## src/rtl/feature_wr_dma_pkg.sv

```systemverilog
`default_nettype none
// ---- feature_wr_dma_pkg : shared encodings for the feature write DMA (rev 1.0) ----
package feature_wr_dma_pkg;

  localparam int ADDR_W = 32;

  // Per-beat ctrl field: bit1 marks the first beat of a burst, bit0 the last.
  localparam logic [1:0] CTRL_FIRST  = 2'b10;
  localparam logic [1:0] CTRL_MID    = 2'b00;
  localparam logic [1:0] CTRL_LAST   = 2'b01;
  localparam logic [1:0] CTRL_SINGLE = 2'b11;

  typedef enum logic [1:0] {
    ST_IDLE  = 2'd0,
    ST_SEND  = 2'd1,
    ST_DRAIN = 2'd2
  } state_t;

  // Request payload is {ctrl, len, addr, data}, MSB first.
  function automatic int pd_addr_lsb(input int dw);
    return dw;
  endfunction

  function automatic int pd_len_lsb(input int dw);
    return dw + ADDR_W;
  endfunction

  function automatic int pd_ctrl_lsb(input int dw, input int len_w);
    return dw + ADDR_W + len_w;
  endfunction

endpackage
`default_nettype wire

```

## src/rtl/feature_wr_credit.sv

```systemverilog
`default_nettype none
// ---- feature_wr_credit : saturating outstanding-burst counter (rev 1.0) ----
module feature_wr_credit #(
  parameter int MAX_OUTSTANDING = 4
) (
  input  logic clk,
  input  logic rst,
  input  logic inc,
  input  logic dec,
  output logic credit_ok,
  output logic drained_nxt
);

  localparam int                CNT_W   = $clog2(MAX_OUTSTANDING + 1);
  localparam logic [CNT_W-1:0]  CNT_MAX = CNT_W'(MAX_OUTSTANDING);
  localparam logic [CNT_W-1:0]  CNT_ONE = CNT_W'(1);

  logic [CNT_W-1:0] count;
  logic [CNT_W-1:0] count_nxt;

  // A burst end and a completion in the same cycle cancel; a stray
  // completion at zero (e.g. after a mid-job reset) is dropped.
  always_comb begin
    count_nxt = count;
    if (inc && !dec && count != CNT_MAX) begin
      count_nxt = count + CNT_ONE;
    end else if (dec && !inc && count != '0) begin
      count_nxt = count - CNT_ONE;
    end
  end

  always_ff @(posedge clk) begin
    if (rst) begin
      count <= '0;
    end else begin
      count <= count_nxt;
    end
  end

  assign credit_ok   = (count < CNT_MAX);
  assign drained_nxt = (count_nxt == '0);

endmodule
`default_nettype wire

```

## src/rtl/feature_wr_dma.sv

```systemverilog
`default_nettype none
// ---- feature_wr_dma : bursts a feature-word stream onto one memory write port,
//      gated by outstanding-burst credit, one done pulse per job (rev 1.0) ----
module feature_wr_dma
  import feature_wr_dma_pkg::*;
#(
  parameter int DATA_WIDTH      = 256,
  parameter int LEN_W           = 4,
  parameter int MAX_OUTSTANDING = 4
) (
  input  logic                                clk,
  input  logic                                rst,
  input  logic                                start,
  input  logic [31:0]                         cfg_base_addr,
  input  logic [31:0]                         cfg_total_words,
  input  logic [LEN_W:0]                      cfg_burst_words,
  output logic                                busy,
  output logic                                done,
  input  logic                                in_vld,
  output logic                                in_rdy,
  input  logic [DATA_WIDTH-1:0]               in_pd,
  output logic                                wr_req_vld,
  input  logic                                wr_req_rdy,
  output logic [2+LEN_W+ADDR_W+DATA_WIDTH-1:0] wr_req_pd,
  input  logic                                wr_rsp_complete
);

  localparam int             PD_ADDR_LSB = pd_addr_lsb(DATA_WIDTH);
  localparam int             PD_LEN_LSB  = pd_len_lsb(DATA_WIDTH);
  localparam int             PD_CTRL_LSB = pd_ctrl_lsb(DATA_WIDTH, LEN_W);
  localparam logic [31:0]    BEAT_BYTES  = 32'(DATA_WIDTH / 8);
  localparam logic [LEN_W:0] MAX_BEATS   = {1'b1, {LEN_W{1'b0}}};
  localparam logic [LEN_W:0] ONE_BEAT    = (LEN_W+1)'(1);

  state_t          state, state_nxt;
  logic [31:0]     words_left;
  logic [31:0]     addr;
  logic [LEN_W:0]  eff_burst;
  logic [LEN_W:0]  burst_beats;
  logic [LEN_W:0]  beat_cnt;
  logic [LEN_W:0]  cur_beats;
  logic [LEN_W-1:0] len;
  logic [1:0]      ctrl;
  logic            first_beat, last_beat, en, xfer, burst_end;
  logic            credit_ok, drained_nxt;

  // Burst size is decided at the first beat and held for the rest of the burst.
  assign first_beat = (beat_cnt == '0);
  assign cur_beats  = !first_beat ? burst_beats :
                      (words_left < 32'(eff_burst)) ? words_left[LEN_W:0] : eff_burst;
  assign last_beat  = (beat_cnt == cur_beats - ONE_BEAT);
  assign len        = LEN_W'(cur_beats - ONE_BEAT);

  assign en         = (state == ST_SEND) && (!first_beat || credit_ok);
  assign in_rdy     = wr_req_rdy && en;
  assign wr_req_vld = in_vld && en;
  assign xfer       = in_vld && in_rdy;
  assign burst_end  = xfer && last_beat;
  assign busy       = (state != ST_IDLE);

  always_comb begin
    ctrl = CTRL_MID;
    if (first_beat && last_beat) begin
      ctrl = CTRL_SINGLE;
    end else if (first_beat) begin
      ctrl = CTRL_FIRST;
    end else if (last_beat) begin
      ctrl = CTRL_LAST;
    end
  end

  always_comb begin
    wr_req_pd = '0;
    if (en) begin
      wr_req_pd[PD_CTRL_LSB +: 2]      = ctrl;
      wr_req_pd[PD_LEN_LSB +: LEN_W]   = len;
      wr_req_pd[PD_ADDR_LSB +: ADDR_W] = addr;
      wr_req_pd[DATA_WIDTH-1:0]        = in_pd;
    end
  end

  feature_wr_credit #(
    .MAX_OUTSTANDING (MAX_OUTSTANDING)
  ) u_credit (
    .clk         (clk),
    .rst         (rst),
    .inc         (burst_end),
    .dec         (wr_rsp_complete),
    .credit_ok   (credit_ok),
    .drained_nxt (drained_nxt)
  );

  always_ff @(posedge clk) begin
    if (rst) begin
      state <= ST_IDLE;
    end else begin
      state <= state_nxt;
    end
  end

  always_comb begin
    state_nxt = state;
    case (state)
      ST_IDLE:  if (start && cfg_total_words != '0) state_nxt = ST_SEND;
      ST_SEND:  if (burst_end && words_left == 32'd1) state_nxt = ST_DRAIN;
      ST_DRAIN: if (drained_nxt) state_nxt = ST_IDLE;
      default:  state_nxt = ST_IDLE;
    endcase
  end

  always_ff @(posedge clk) begin
    if (rst) begin
      words_left  <= '0;
      addr        <= '0;
      eff_burst   <= '0;
      burst_beats <= '0;
      beat_cnt    <= '0;
      done        <= 1'b0;
    end else begin
      done <= 1'b0;
      if (state == ST_IDLE && start) begin
        words_left <= cfg_total_words;
        addr       <= cfg_base_addr;
        eff_burst  <= (cfg_burst_words == '0 || cfg_burst_words > MAX_BEATS) ?
                      MAX_BEATS : cfg_burst_words;
        beat_cnt   <= '0;
        done       <= (cfg_total_words == '0);
      end else if (state == ST_DRAIN) begin
        done <= drained_nxt;
      end else if (xfer) begin
        words_left <= words_left - 32'd1;
        if (first_beat) burst_beats <= cur_beats;
        if (last_beat) begin
          beat_cnt <= '0;
          addr     <= addr + 32'(cur_beats) * BEAT_BYTES;
        end else begin
          beat_cnt <= beat_cnt + ONE_BEAT;
        end
      end
    end
  end

endmodule
`default_nettype wire
```

## config.mk

```make
export PLATFORM = sky130hd
export DESIGN_NAME = feature_wr_dma
export DESIGN_NICKNAME = d
export VERILOG_FILES = /design/src/rtl/feature_wr_dma_pkg.sv /design/src/rtl/feature_wr_credit.sv /design/src/rtl/feature_wr_dma.sv
export SDC_FILE = /design/constraint.sdc
export NUM_CORES = 1
export LEC_CHECK = 0
export CAP_MARGIN = 40
export CORE_AREA = 2 2 246 248
export DETAILED_ROUTE_END_ITERATION = 8
export DIE_AREA = 0 0 248 250
export PLACE_DENSITY = 0.49
export SYNTH_ARGS = -nofsm -noshare
export SYNTH_HDL_FRONTEND = slang
export SYNTH_SLANG_ARGS = --single-unit
export TNS_END_PERCENT = 30
```

## constraint.sdc

```tcl
create_clock -name clk -period 4.7 [get_ports clk]
set_input_delay 0.94 -clock clk [delete_from_list [all_inputs] [get_ports clk]]
set_output_delay 0.94 -clock clk [all_outputs]
set_load 0.05 [all_outputs]
```

== Word-level counts from Yosys, hierarchy flattened ==
Cells that the tools add are included.

* Logic and storage cells: 85
* Input bits: 331
* Register bits: 85

* $add $sub $neg: 6
* Magnitude comparators: 3
* Bitwise operators: 2
* Mux-type cells: 23
* Reductions and logical operators: 34
* Equality and inequality tests: 9

{| class="wikitable"
|+ Operator list
! operator !! number
|-
| two-way mux 294 bit || 1
|-
| two-way mux 32 bit || 7
|-
| adder 32 x 10 -> 32 bit || 1
|-
| == test 32 x 1 -> 1 bit (second input constant) || 1
|-
| zero test 32 bit || 1
|-
| < comparator 32 x 5 -> 1 bit || 1
|-
| nonzero test 32 bit || 1
|-
| subtractor 32 x 1 -> 32 bit (second input constant) || 1
|-
| two-way mux 5 bit || 4
|-
| logical AND 1 bit || 13
|-
| zero test 5 bit || 2
|-
| two-way mux 2 bit || 5
|-
| two-way mux 3 bit || 2
|-
| inequality test 2 bit (second input constant) || 3
|-
| case mux 2 bit (3 select lines) || 1
|-
| AND reduction 3 bit || 2
|-
| nonzero test 2 bit || 3
|-
| adder 5 x 1 -> 5 bit (second input constant) || 1
|-
| == test 5 bit || 1
|-
| greater-than comparator 5 bit (second input constant) || 1
|-
| subtractor 5 x 1 -> 5 bit (second input constant) || 1
|-
| AND reduction 2 bit || 2
|-
| AND reduction 4 bit || 1
|-
| adder 3 x 1 -> 3 bit (second input constant) || 1
|-
| 14 further kinds || 20
|}

== Longest topological paths before layout ==
Gate-level depths: netlist of run 1.

* Word-level depth: 15
* Depth in mapped cells: 22
* Depth with buffers taken out: 20

== Cells and area by module ==
Synthesis of run 1 repeated with hierarchy kept, for this count alone.

* Cells, all modules: 989
* Area total of the unflattened synthesis: 7121.8 µm²

{| class="wikitable"
|+ Modules (own cells, without submodules)
! module !! instances !! seq. area each (µm²) !! cells each !! area each (µm²)
|-
| feature_wr_dma || 1 || 1641.6 || 956 || 6830.3
|-
| feature_wr_credit || 1 || 60.1 || 33 || 291.5
|}

== Worst setup path before layout of run 1 ==
Ideal clock, no wire load.

* Path type: register -> output
* Start point: register words_left[25]
* End point: output port wr_req_pd[292]
* Path buffers: 0
* Setup slack: -0.838 ns
* Arrival: 4.598 ns
* Required time: 3.760 ns
* Stages on the path, launching flop included: 17
* Cells stage by stage: dfxtp_1 > or4_4 > or4_4 > or3_4 > nor2_4 > mux2i_1 > a21oi_1 > inv_1 > ha_1 > inv_1 > nor3_1 > nand3_1 > nand3_1 > a22oi_1 > o31ai_2 > nand3_1 > nor2_1

* Cells in the longest elaborated chain, start to end: 9
* Elaborated cells on any way between the ends: 10
* Classes of those cells: 1 x add/sub; 1 x order compare; 1 x eq/ne; 6 x mux; 1 x reduce/logical

{| class="wikitable"
|+ RTL lines
! element !! line !! source
|-
| start, declared || feature_wr_dma.sv:36 || <nowiki>logic [31:0] words_left;</nowiki>
|-
| start signal, assigned || feature_wr_dma.sv:122 || <nowiki>words_left <= cfg_total_words;</nowiki>
|-
| start signal, assigned || feature_wr_dma.sv:131 || <nowiki>words_left <= words_left - 32'd1;</nowiki>
|-
| < comparator 32 x 5 -> 1 bit * || feature_wr_dma.sv:50 || <nowiki>(words_left < 32'(eff_burst)) ? words_left[LEN_W:0] : eff_burst;</nowiki>
|-
| two-way mux 5 bit * || feature_wr_dma.sv:50 ||
|-
| two-way mux 5 bit * || feature_wr_dma.sv:49 || <nowiki>assign cur_beats = !first_beat ? burst_beats :</nowiki>
|-
| net cur_beats[0] || feature_wr_dma.sv:41 || <nowiki>logic [LEN_W:0] cur_beats;</nowiki>
|-
| subtractor 5 x 1 -> 5 bit * || - ||
|-
| == test 5 bit * || feature_wr_dma.sv:51 || <nowiki>assign last_beat = (beat_cnt == cur_beats - ONE_BEAT);</nowiki>
|-
| two-way mux 1 bit || feature_wr_dma.sv:67 || <nowiki>end else if (last_beat) begin</nowiki>
|-
| two-way mux 2 bit || feature_wr_dma.sv:65 || <nowiki>end else if (first_beat) begin</nowiki>
|-
| two-way mux 2 bit * || feature_wr_dma.sv:63 || <nowiki>if (first_beat && last_beat) begin</nowiki>
|-
| two-way mux 294 bit * || feature_wr_dma.sv:74 || <nowiki>if (en) begin</nowiki>
|-
| end, declared || feature_wr_dma.sv:24 || <nowiki>output logic [2+LEN_W+ADDR_W+DATA_WIDTH-1:0] wr_req_pd,</nowiki>
|}

The timed path passes the listed nets; every way through them passes the cells marked *.

== Worst setup path after layout of run 1 ==
Same ends and word-level chain as after synthesis.

==> results of run 1 <==
-- path summary, 6_finish.rpt --
check                           slack, ns                     to
worst max register to register       0.15  state[1]$_SDFFE_PP0P_
worst min register to register       0.45   addr[1]$_SDFFE_PP0P_
worst max-delay path                -0.39         wr_req_pd[292]
worst min-delay path                 0.45   addr[1]$_SDFFE_PP0P_
-- logic make-up after synthesis --
| kind of cell | share of synthesized area, % |
|---|---|
| AOI/OAI and AO/OA | 15.0 |
| xor gates and xnor gates | 5.31 |
| adders and majority gates | 3.38 |
| buffers and inverters | 5.69 |
| DFF | 23.5 |
| muxes | 0.845 |
| and+or+nand+nor | 46.3 |
-- tightest hold or removal path: cells and delay by family (launching register included) --
| kind | cells | cell delay [ns] |
|---|---|---|
| DFF | 1 | 0.30 |
| and+or+nand+nor | 1 | 0.05 |
| AOI/OAI and AO/OA | 1 | 0.05 |
-- cells in the mapped netlist (all sizes together), types with 4 or more instances --
library cell / count
inv: 33
or4: 5
nand4: 12
nor3: 45
xnor2: 35
buf: 8
nor2: 110
a311oi: 11
or3: 8
o21ai: 19
a31oi: 6
clkbuf: 64
nand2: 49
a21oi: 28
xor2: 9
and3: 5
dfxtp: 85
nor2b: 4
mux2i: 5
nand3b: 5
nor4: 21
a211oi: 50
ha: 18
and2: 283
nand3: 25
-- cell type report --
type / count / area [µm²]
Sequential cell: 85 / 1700
Timing Repair Buffer: 678 / 6720
Inverter: 33 / 124
Clock inverter: 6 / 68.8
Multi-Input combinational cell: 801 / 5290
Tap cell: 782 / 978
Clock buffer: 10 / 229
Antenna cell: 15 / 37.5
Fill cell: 6449 / 44400
-- where the power goes --
part | internal, mW | switching, mW
logic | 0.829 | 1.37
clock network | 0.417 | 0.341
registers | 0.775 | 0.0586
total | 2.02 | 1.77
-- layer usage --
layer / routed length, µm / global-route usage (%) / vias to the layer above / share of wire, %
li1: - / - / 4627 / -
met1: 29400 / 26.9 / 4666 / 49
met2: 23400 / 25.0 / 483 / 39
met3: 6310 / 7.98 / 12 / 11
met4: 155 / 1.39 / 2 / 0.26
met5: 209 / 2.46 / - / 0.35
-- flip-flops by register name, summed over array words and instances, names as in the netlist --
name and cells:
u_credit.count 3, done 1, beat_cnt 5, words_left 32, eff_burst 5, addr 32
state 2, burst_beats 5
-- placed cells by master, fill, tap and decap left out, drive strengths merged, types with 4 or more instances in the layout --
master and instances:
a211oi 50, a21oi 28, a311oi 11, a31oi 6, and2 283, and3 5
buf 69, clkbuf 10, clkdlybuf4s50 609, dfxtp 85, diode 15, ha 18
inv 36, mux2i 5, nand2 49, nand3 25, nand3b 5, nand4 12
nor2 110, nor2b 4, nor3 45, nor4 21, o21ai 19, or3 8
or4 5, xnor2 35, xor2 9
-- stage by stage --
| stage | util [%] | setup WS, ns | hold WS (ns) | power, mW |
|---|---|---|---|---|
| after global placement | 24.7 | 0.0346 | 0.440 | 3.01 |
| final | 25.4 | -0.388 | 0.451 | 3.79 |
| after floorplan | - | -0.185 | 0.432 | 2.03 |
| after CTS | 25.3 | -0.431 | 0.451 | 3.80 |
| after global routing | 25.4 | -0.554 | 0.473 | 3.96 |
| after detailed placement | 24.7 | -0.122 | 0.442 | 3.01 |
-- timing repair --
item | CTS | global route
pin swaps | 6 | 9
resized for setup | 10 | 6
setup buffers | 0 | 2
setup endpoints to repair | 10 | 25
==> impl_metrics.toml, run 1 <==
[run_status]
outcome = "complete, but fails checks"
violations = "negative setup slack"

[setup_path]
path_delay_family = "simple AND/OR/NAND/NOR gates"
worst_path_max_delay_cell = "or4_4"
critPathBufInv = 3
path_depth = 18
critPathMaxFanout = 3
slowest_delay_ns = 0.53
end_kind = "primary output"
cp-startpoint = "words_left[25]$_SDFFE_PP0P_"
arrival_ns = 4.15
required_ns = 3.76
r2r_start = "words_left[25]$_SDFFE_PP0P_"
reg2regPathDepth = 21
cp_cell_sequence = "or4_4, or4_4, or3_4, nor2_4, mux2i_2, a21oi_2, inv_2, ha_4, buf_4, nand2_1, nor2_1, o21ai_2, a311oi_2, a22oi_2, o31ai_4, nand3_2, nor2_4, buf_12"
crit_type = "register to primary output"
crit_path_start_kind = "register"

[final_layout]
area_growth_pct = 109
layout.nets = 1958
stdcell_area_um2 = 15200
layoutNonFillerInstCount = 2410
drive_gt1_share_pct = 8.93

[drt]
first_pass_iters = 7
drcViolationCount = 0
drtAntennaViolNets = 0
vias = 9790
wl_per_cell_um = 24.7
via_per_inst = 4.06
drt-initial-drc-count = 621
drt-total-wl_um = 59400

[yosys]
synthCells = 991
ys_warn_count = 0
synth_top_cell_by_area = "and2_1"
netlist_area_um2 = 7260
synthDistinctLibCells = 70
async_flop_share_pct = 0
synth_top_area_share_pct = 24.4
ys.flop_type = "dfxtp_1"
yosys-top-cells-area = "and2_1, dfxtp_1, nor2_1, a211oi_1, xnor2_1"
synth_nets = 1341
yosys_register_bits = 85
synth_area_per_cell_um2 = 7.32
seq_area_frac_synth_pct = 23.5
synth_edf_count = 0

[min_path]
holdCritPathClass = "register to register"
holdPathStages = 2
min_from = "addr[1]$_SDFFE_PP0P_"

[floorplan]
die_h_um = 250
row_count = 90
dieWidth_um = 248
dieArea_um2 = 62000
io_pins = 629
fp.coreArea_um2 = 59600
floorplan.initialDensity_pct = 12.2

[global_route]
grt_overflow_total = 0
grt_pass1_wl_um = 78200
grt_usage_pct = 18.3
grt_max_degree = 119
antenna_found_initial = 15
grt_pass1_vias = 9609

[timing]
setup_slack_ns = -0.388
clock.fmax_mhz = 197
setup_viol = 2
post-route-period-util_pct = 108
rsz0062_at_grt = "yes"
hold_viol_final = 0
fin_skew_ns = 0.0153
relSlewSlack_pct = 44.5
setup-tns-final_ns = -0.534
layout_min_cycle_time_ns = 5.09
tightest_slew_ns = 0.825
slew_violations = 0

[clock_tree]
cts_sinks = 85
cts_tree = "yes"
htree_levels = 3
holdBufCountCts = 0
clk_latency_ns = 0.37
path_clk_slew_ns = 0.07
cts_root_buffer = "clkbuf_16"
ctsLongestPathBuffers = 2
cts_inserted_buffers = 9

[placed_design]
place_area_um2 = 14700
io_buffer_count = 628
dp_hpwl_um = 50900
dp_cells = 2377
gp_congestion = 1.01

[power_and_ir_drop]
ir_worst_vdd_v = 0.000154
power_leakage_nw = 5.35
pwr_density_cell_nw_per_um2 = 250

[flow_run]
maxCapViolations = 0
Power figures use the tool's default switching activity.
==> run 2, diff against run 1 <==
--- a/config.mk
+++ b/config.mk
@@ -6,11 +6,11 @@
 export NUM_CORES = 1
 export LEC_CHECK = 0
 export CAP_MARGIN = 40
-export CORE_AREA = 2 2 246 248
+export CORE_AREA = 2 2 248 250
 export DETAILED_ROUTE_END_ITERATION = 8
-export DIE_AREA = 0 0 248 250
-export PLACE_DENSITY = 0.49
+export DIE_AREA = 0 0 250 252
 export SYNTH_ARGS = -nofsm -noshare
 export SYNTH_HDL_FRONTEND = slang
+export SYNTH_HIERARCHICAL = 1
 export SYNTH_SLANG_ARGS = --single-unit
 export TNS_END_PERCENT = 30
==> run 2 against run 1 <==
The flow still finishes with violations (negative setup slack). Combinational power is essentially flat. First-iteration DRC count fell by 1.9%. Sequential share of layout area is 0.38 points higher. Cell area is 3.1% lower. Total power grew 1.3%. Register-to-register slack gained 0.02 ns. Hold slack improved by 0.0049 ns. Synthesized cell count fell by 0.20%. Count of clock-buffer cells in the layout did not move. Critical path type unchanged. Largest cell class unchanged. Largest power group unchanged.
==> impl_metrics.toml, run 2 <==
[final_layout]
stdcell_area_um2 = 14700
layout.nets = 1956
fin_util_pct = 24.4
mostFrequentLayoutCells = "clkdlybuf4s50_1, and2_1, buf_4"
area_growth_pct = 106
fill_cells = 6700
layoutNonFillerInstCount = 2404
reg.largest.list = "addr (32), words_left (32)"
final_common_cell = "clkdlybuf4s50_1"
drive_gt1_share_pct = 15.3

[clock_tree]
cts_sinks = 85
cts_root_buffer = "clkbuf_16"
ctsLongestPathBuffers = 2
clk_latency_ns = 0.36
path_clk_slew_ns = 0.07
cts_tree = "yes"
cts_inserted_buffers = 9
htree_levels = 3
holdBufCountCts = 0

[run_status]
outcome = "complete, but fails checks"
violations = "negative setup slack"

[yosys]
synth_top_area_share_pct = 25.5
synth_nets = 1339
yosys-top-cells-area = "and2_1, dfxtp_1, nor2_1, xnor2_1, clkbuf_1"
yosys_register_bits = 85
synth_top_cell_by_area = "and2_1"
synth_edf_count = 0
netlist_area_um2 = 7120
ys_warn_count = 6
ys.flop_type = "dfxtp_1"
synth_commonest_cells = "and2_1, nor2_1, dfxtp_1"
seq_area_frac_synth_pct = 23.9
synthDistinctLibCells = 68
async_flop_share_pct = 0
synth_most_common_cell = "and2_1"
synthCells = 989
synth_area_per_cell_um2 = 7.20

[min_path]
holdCritPathClass = "register to register"

[placed_design]
dp_cells = 2371
io_buffer_count = 628
place_area_um2 = 14200
gp_congestion = 0.911
dp_hpwl_um = 66800
place_ws_ns = 0.0670

[timing]
setup_slack_ns = -0.0550
fin_skew_ns = 0.00842
layout_min_cycle_time_ns = 4.75
hold_viol_final = 0
tightest_slew_ns = 0.730
rsz0062_at_grt = "yes"
slew_violations = 0
holdWs_ns = 0.455
setup-tns-final_ns = -0.0550
clock.fmax_mhz = 210
post-route-period-util_pct = 101
relSlewSlack_pct = 51.2
setup_viol = 1

[drt]
via_per_inst = 4.18
drtAntennaViolNets = 0
drcViolationCount = 0
wl_per_cell_um = 30.5
first_pass_iters = 5
vias = 10100
drt-initial-drc-count = 609
drt-total-wl_um = 73300

[global_route]
grt_overflow_total = 0
grt_pass1_vias = 9895
antenna_found_initial = 63
grt_usage_pct = 22.4
grt_pass1_wl_um = 92700
grt_max_degree = 100

[power_and_ir_drop]
ir_worst_vdd_v = 0.000120
pwr_density_cell_nw_per_um2 = 261
power_leakage_nw = 5.57
total_power_mw = 3.84

[floorplan]
dieArea_um2 = 63000
floorplan.initialDensity_pct = 11.8
dieWidth_um = 250
row_count = 90
die_h_um = 252
fp.coreArea_um2 = 60100
io_pins = 629

[setup_path]
reg2reg_slack_ns = 0.17
critPathMaxFanout = 4
arrival_ns = 3.81
required_ns = 3.76
crit_path_start_kind = "register"
crit_type = "register to primary output"
end_kind = "primary output"

[flow_run]
maxCapViolations = 0
run 2: cells by family (layout without fill, tap and decap cells):
| logic type | Yosys count | count (layout) | share of synthesized area (%) |
|---|---|---|---|
| buffers and inverters | 94 | 716 | 4.99 |
| xor gates and xnor gates | 43 | 43 | 5.39 |
| adders and majority gates | 19 | 19 | 3.44 |
| and+or+nand+nor | 585 | 585 | 46.5 |
| muxes | 5 | 5 | 0.703 |
| DFF | 85 | 85 | 23.9 |
| other | 0 | 11 | 0 |
| AOI/OAI and AO/OA | 158 | 158 | 15.1 |
run 2: per-layer routing:
layer	global-route usage, %	wire length (µm)	vias up
met3	16.8	12400	137
li1	-	-	4621
met4	8.01	3000	58
met1	22.2	24800	4717
met5	0	363	-
met2	36.0	32600	518
run 2: layout make-up:
| class | instances | area (µm²) | area share, % |
|---|---|---|---|
| timing repair buffer | 671 | 6350 | 43.3 |
| inverter | 29 | 109 | 0.741 |
| tap | 782 | 978 | 6.66 |
| clock buffer | 10 | 239 | 1.63 |
| multi-input combinational | 810 | 5210 | 35.4 |
| antenna | 11 | 27.5 | 0.187 |
| sequential | 85 | 1710 | 11.6 |
| clock inverter | 6 | 70.1 | 0.477 |
run 2: what timing repair did:
| item | in CTS | in global routing |
|---|---|---|
| pin swaps | 6 | 8 |
| gates resized for setup | 6 | 20 |
| setup buffers | 3 | 3 |
| cloned | 0 | 0 |
| endpoints found under the setup margin | 1 | 22 |
run 2: path summary, 6_finish.rpt:
kind                                             startpoint                    end  cells after the start
worst max-delay path            words_left[22]$_SDFFE_PP0P_         wr_req_pd[292]                     12
worst min register to register         addr[0]$_SDFFE_PP0P_   addr[0]$_SDFFE_PP0P_                      2
worst max register to register  words_left[22]$_SDFFE_PP0P_  state[1]$_SDFFE_PP0P_                     19
worst min-delay path                   addr[0]$_SDFFE_PP0P_   addr[0]$_SDFFE_PP0P_                      2
run 2: report_power, final:
group	total (mW)	switching, mW	internal, mW
Combinational	2.23	1.41	0.818
Clock	0.770	0.341	0.430
Sequential	0.841	0.0607	0.781
run 2: worst max-delay path, stage by stage, from the launching register on:
cell and delay (ns):
dfxtp_2 0.32, or4_4 0.53, or3_4 0.37, or4_4 0.47, o211ai_1 0.18, and3_4 0.22
ha_4 0.15, o2111ai_2 0.09, a31o_2 0.28, xnor2_2 0.20, o2111ai_2 0.18, nor3_4 0.28
buf_12 0.17
==> patch: new RTL, settings of run 1 <==
Encoding of `state_t`: now one-hot (3 bits for 3 states).
--- a/src/rtl/feature_wr_dma_pkg.sv
+++ b/src/rtl/feature_wr_dma_pkg.sv
@@ -12,6 +12,6 @@
 
-  typedef enum logic [1:0] {
-    ST_IDLE  = 2'd0,
-    ST_SEND  = 2'd1,
-    ST_DRAIN = 2'd2
+  typedef enum logic [2:0] {
+    ST_IDLE  = 3'b001,
+    ST_SEND  = 3'b010,
+    ST_DRAIN = 3'b100
   } state_t;
Formal check against the unedited RTL: no difference found for any inputs over 4 cycles, from zero or initial values and one cycle with rst high; so few cycles prove little.
==> patch against run 1 <==
- the run still ends with negative setup slack left
- cell area is 2.8% higher
- non-clock buffer count is 45 higher
- die area stayed put
- sequential cell count is 1 higher
- clock power is 9.6% lower
- routed wire length is 18% higher
- worst setup slack better by 0.028 ns
- sequential power is 28% higher
- area after synthesis is 2.0% higher
- power is 30% higher
- cell count is 1.7% higher
- critical endpoint unchanged
- largest cell class unchanged
- largest power group unchanged
==> patch: results (changes against run 1) <==
Parameter                              Value

Placed design
  Half-perimeter wire length after placement ... 60,010 um (+18%)
  Port buffer count ... 628 (unchanged)
  Area post-placement ... 14,780 um2 (+0.37%)
  Placer congestion estimate ... 0.9284 (-7.9%)
  Dpl ws ... -0.06214 ns (+0.05996 ns)

Power
  Static leakage power ... 7.090 nW (+32%)
  Internal power ... 2.496 mW (+23%)
  Worst IR drop on VDD ... 0.1721 mV (+12%)

Worst setup path
  End of the worst register-to-register path ... addr[30]
  Kind of launch point of the worst setup path ... flop
  Reg2Reg Setup Slack ... -0.01 ns (-0.16 ns)
  Largest driver fanout on the critical path ... 4 (+1)
  RR Startpoint ... words_left[16]
  Worst r2r path cells ... 18 (-14%)
  Data arrival time of the critical path ... 4.12 ns (-0.03 ns)

CTS
  Buffer levels on the longest clock path ... 2 (unchanged)
  Number of H-tree levels ... 3 (unchanged)
  Latest clock arrival within the worst-skew pair ... 0.35 ns (-0.02 ns)

STA
  Transition time of the tightest slew-check pin ... 0.7076 ns (-0.1175 ns)
  Final WS setup ... -0.3598 ns (+0.02808 ns)
  Fin Clk Skew ... 0.007292 ns (-0.008024 ns)
  Final setup violation count ... 3 (+1)

Run status
  Failing checks ... negative setup slack
  Status ... finished with violations

Yosys
  Most used standard cells in the synthesized netlist ... and3_1, nor2_1, clkbuf_1
  Yosys warnings ... 0 (unchanged)
  Cell types with the largest area share after synthesis ... and3_1, dfxtp_1, nor2_1
  Sequential-to-total area share from yosys stat ... 23.27% (-0.19 points)
  Syn Nets ... 1,371 (+2.2%)

Global route
  Number of antenna violations at the first check in global routing ... 58 (+43)
  GRT Util Overall ... 21.24% (+2.9 points)
  Via count of the first global-routing pass ... 10,790 (+12%)
  Maximum number of pins on one net before global-route repair ... 177 (+49%)
  Wire length of the first global-routing pass ... 91,220 um (+17%)

Layout
  Net count, final ... 2,004 (+2.3%)
  Number of fill cells in the layout ... 6,482 (+0.51%)
  Proportion of layout cells with a drive suffix above 1 ... 25.38% (+16 points)
  Leading registers by flop count ... addr: 32 flops, words_left: 32 flops

Detailed routing
  Mean routed wirelength per cell ... 28.54 um (+16%)
  Detailed-routing iteration count for the pre-antenna-repair pass ... 5 (-2)
  Post-DR vias/cell ... 4.450 (+9.6%)
  Number of DRC markers in iteration 0 ... 734 (+18%)
[patch: cell types whose count changed after synthesis, sizes merged, moves of 5 or more]
cell    delta
nor3b      +5
nand2      +6
or3        +8
nand3     -10
clkbuf    +33
a311oi    +10
and3     +285
or4        +5
and2     -277
nor3      -27
nor2       -7
o21ai      +5
[patch: repair_timing]
| item | in CTS | in global routing |
|---|---|---|
| buffers inserted | 5 | 16 |
| pin swaps | 13 | 22 |
| gates cloned | 0 | 2 |
| gates resized for setup | 8 | 41 |
| endpoints found under the setup margin | 7 | 30 |
[patch: cell families (layout without fill, tap and decap cells)]
kind of cell / count (synthesis) / in the layout / share of synthesized area [%]
xor gates and xnor gates: 44 / 44 / 5.208
and+or+nand+nor: 575 / 575 / 44.66
buffers and inverters: 131 / 769 / 6.781
other: 0 / 10 / 0
muxes: 8 / 8 / 1.184
AOI/OAI and AO/OA: 158 / 158 / 15.59
DFF: 86 / 86 / 23.27
adders and majority gates: 19 / 19 / 3.314
[patch: per-stage QoR]
stage | TNS [ns] | cells | utilization, %
2_1_floorplan | -0.009337 | 1021 | -
3_3_place_gp | -0.03207 | 2400 | 24.72
6_report | -0.5649 | 2451 | 26.15
5_1_grt | -3.377 | 2446 | 26.12
3_5_place_dp | -0.1430 | 2402 | 24.80
4_1_cts | -0.7019 | 2423 | 25.42
[patch: area by class of cell]
type	instances	share of cell area, %
repair buffers	723	43.97
multi-input cells	804	36.07
flip-flops and latches	86	11.07
well taps	782	6.282
clock buffers	11	1.494
inverters	30	0.7230
clock inverters	5	0.2330
diodes	10	0.1607
[patch: how the worst min path moves through the flow]
stage | from | to | slack, ns | depth (start not counted)
after floorplan | addr[0] | addr[0] | 0.43 | 2
after global placement | addr[0] | addr[0] | 0.48 | 2
after detailed placement | addr[0] | addr[0] | 0.47 | 2
after CTS | addr[0] | addr[0] | 0.48 | 2
after global routing | addr[0] | addr[0] | 0.50 | 2
final | addr[0] | addr[0] | 0.49 | 2
[patch: power groups by stage]
stage | registers [mW] | clock network [mW] | logic, mW
floorplan | 1.03 | 0 | 1.75
global placement | 1.07 | 0 | 2.98
detailed placement | 1.07 | 0 | 3.02
CTS | 1.06 | 0.707 | 3.06
global route | 1.09 | 0.734 | 3.40
finish | 1.07 | 0.685 | 3.18
[patch: worst min-delay path: stages, from the launching register on]
cell,delay [ns]
dfxtp_1,0.33
nand2_1,0.06
a21oi_1,0.06
[patch: layer usage]
metal | routed length [um] | up-vias | global-route usage (%) | share of wire, %
li1 | - | 5026 | - | -
met1 | 28240 | 5241 | 25.02 | 40
met2 | 31670 | 525 | 34.71 | 45
met3 | 8304 | 110 | 10.65 | 12
met4 | 1700 | 6 | 3.798 | 2.4
met5 | 41 | - | 0 | 0.059
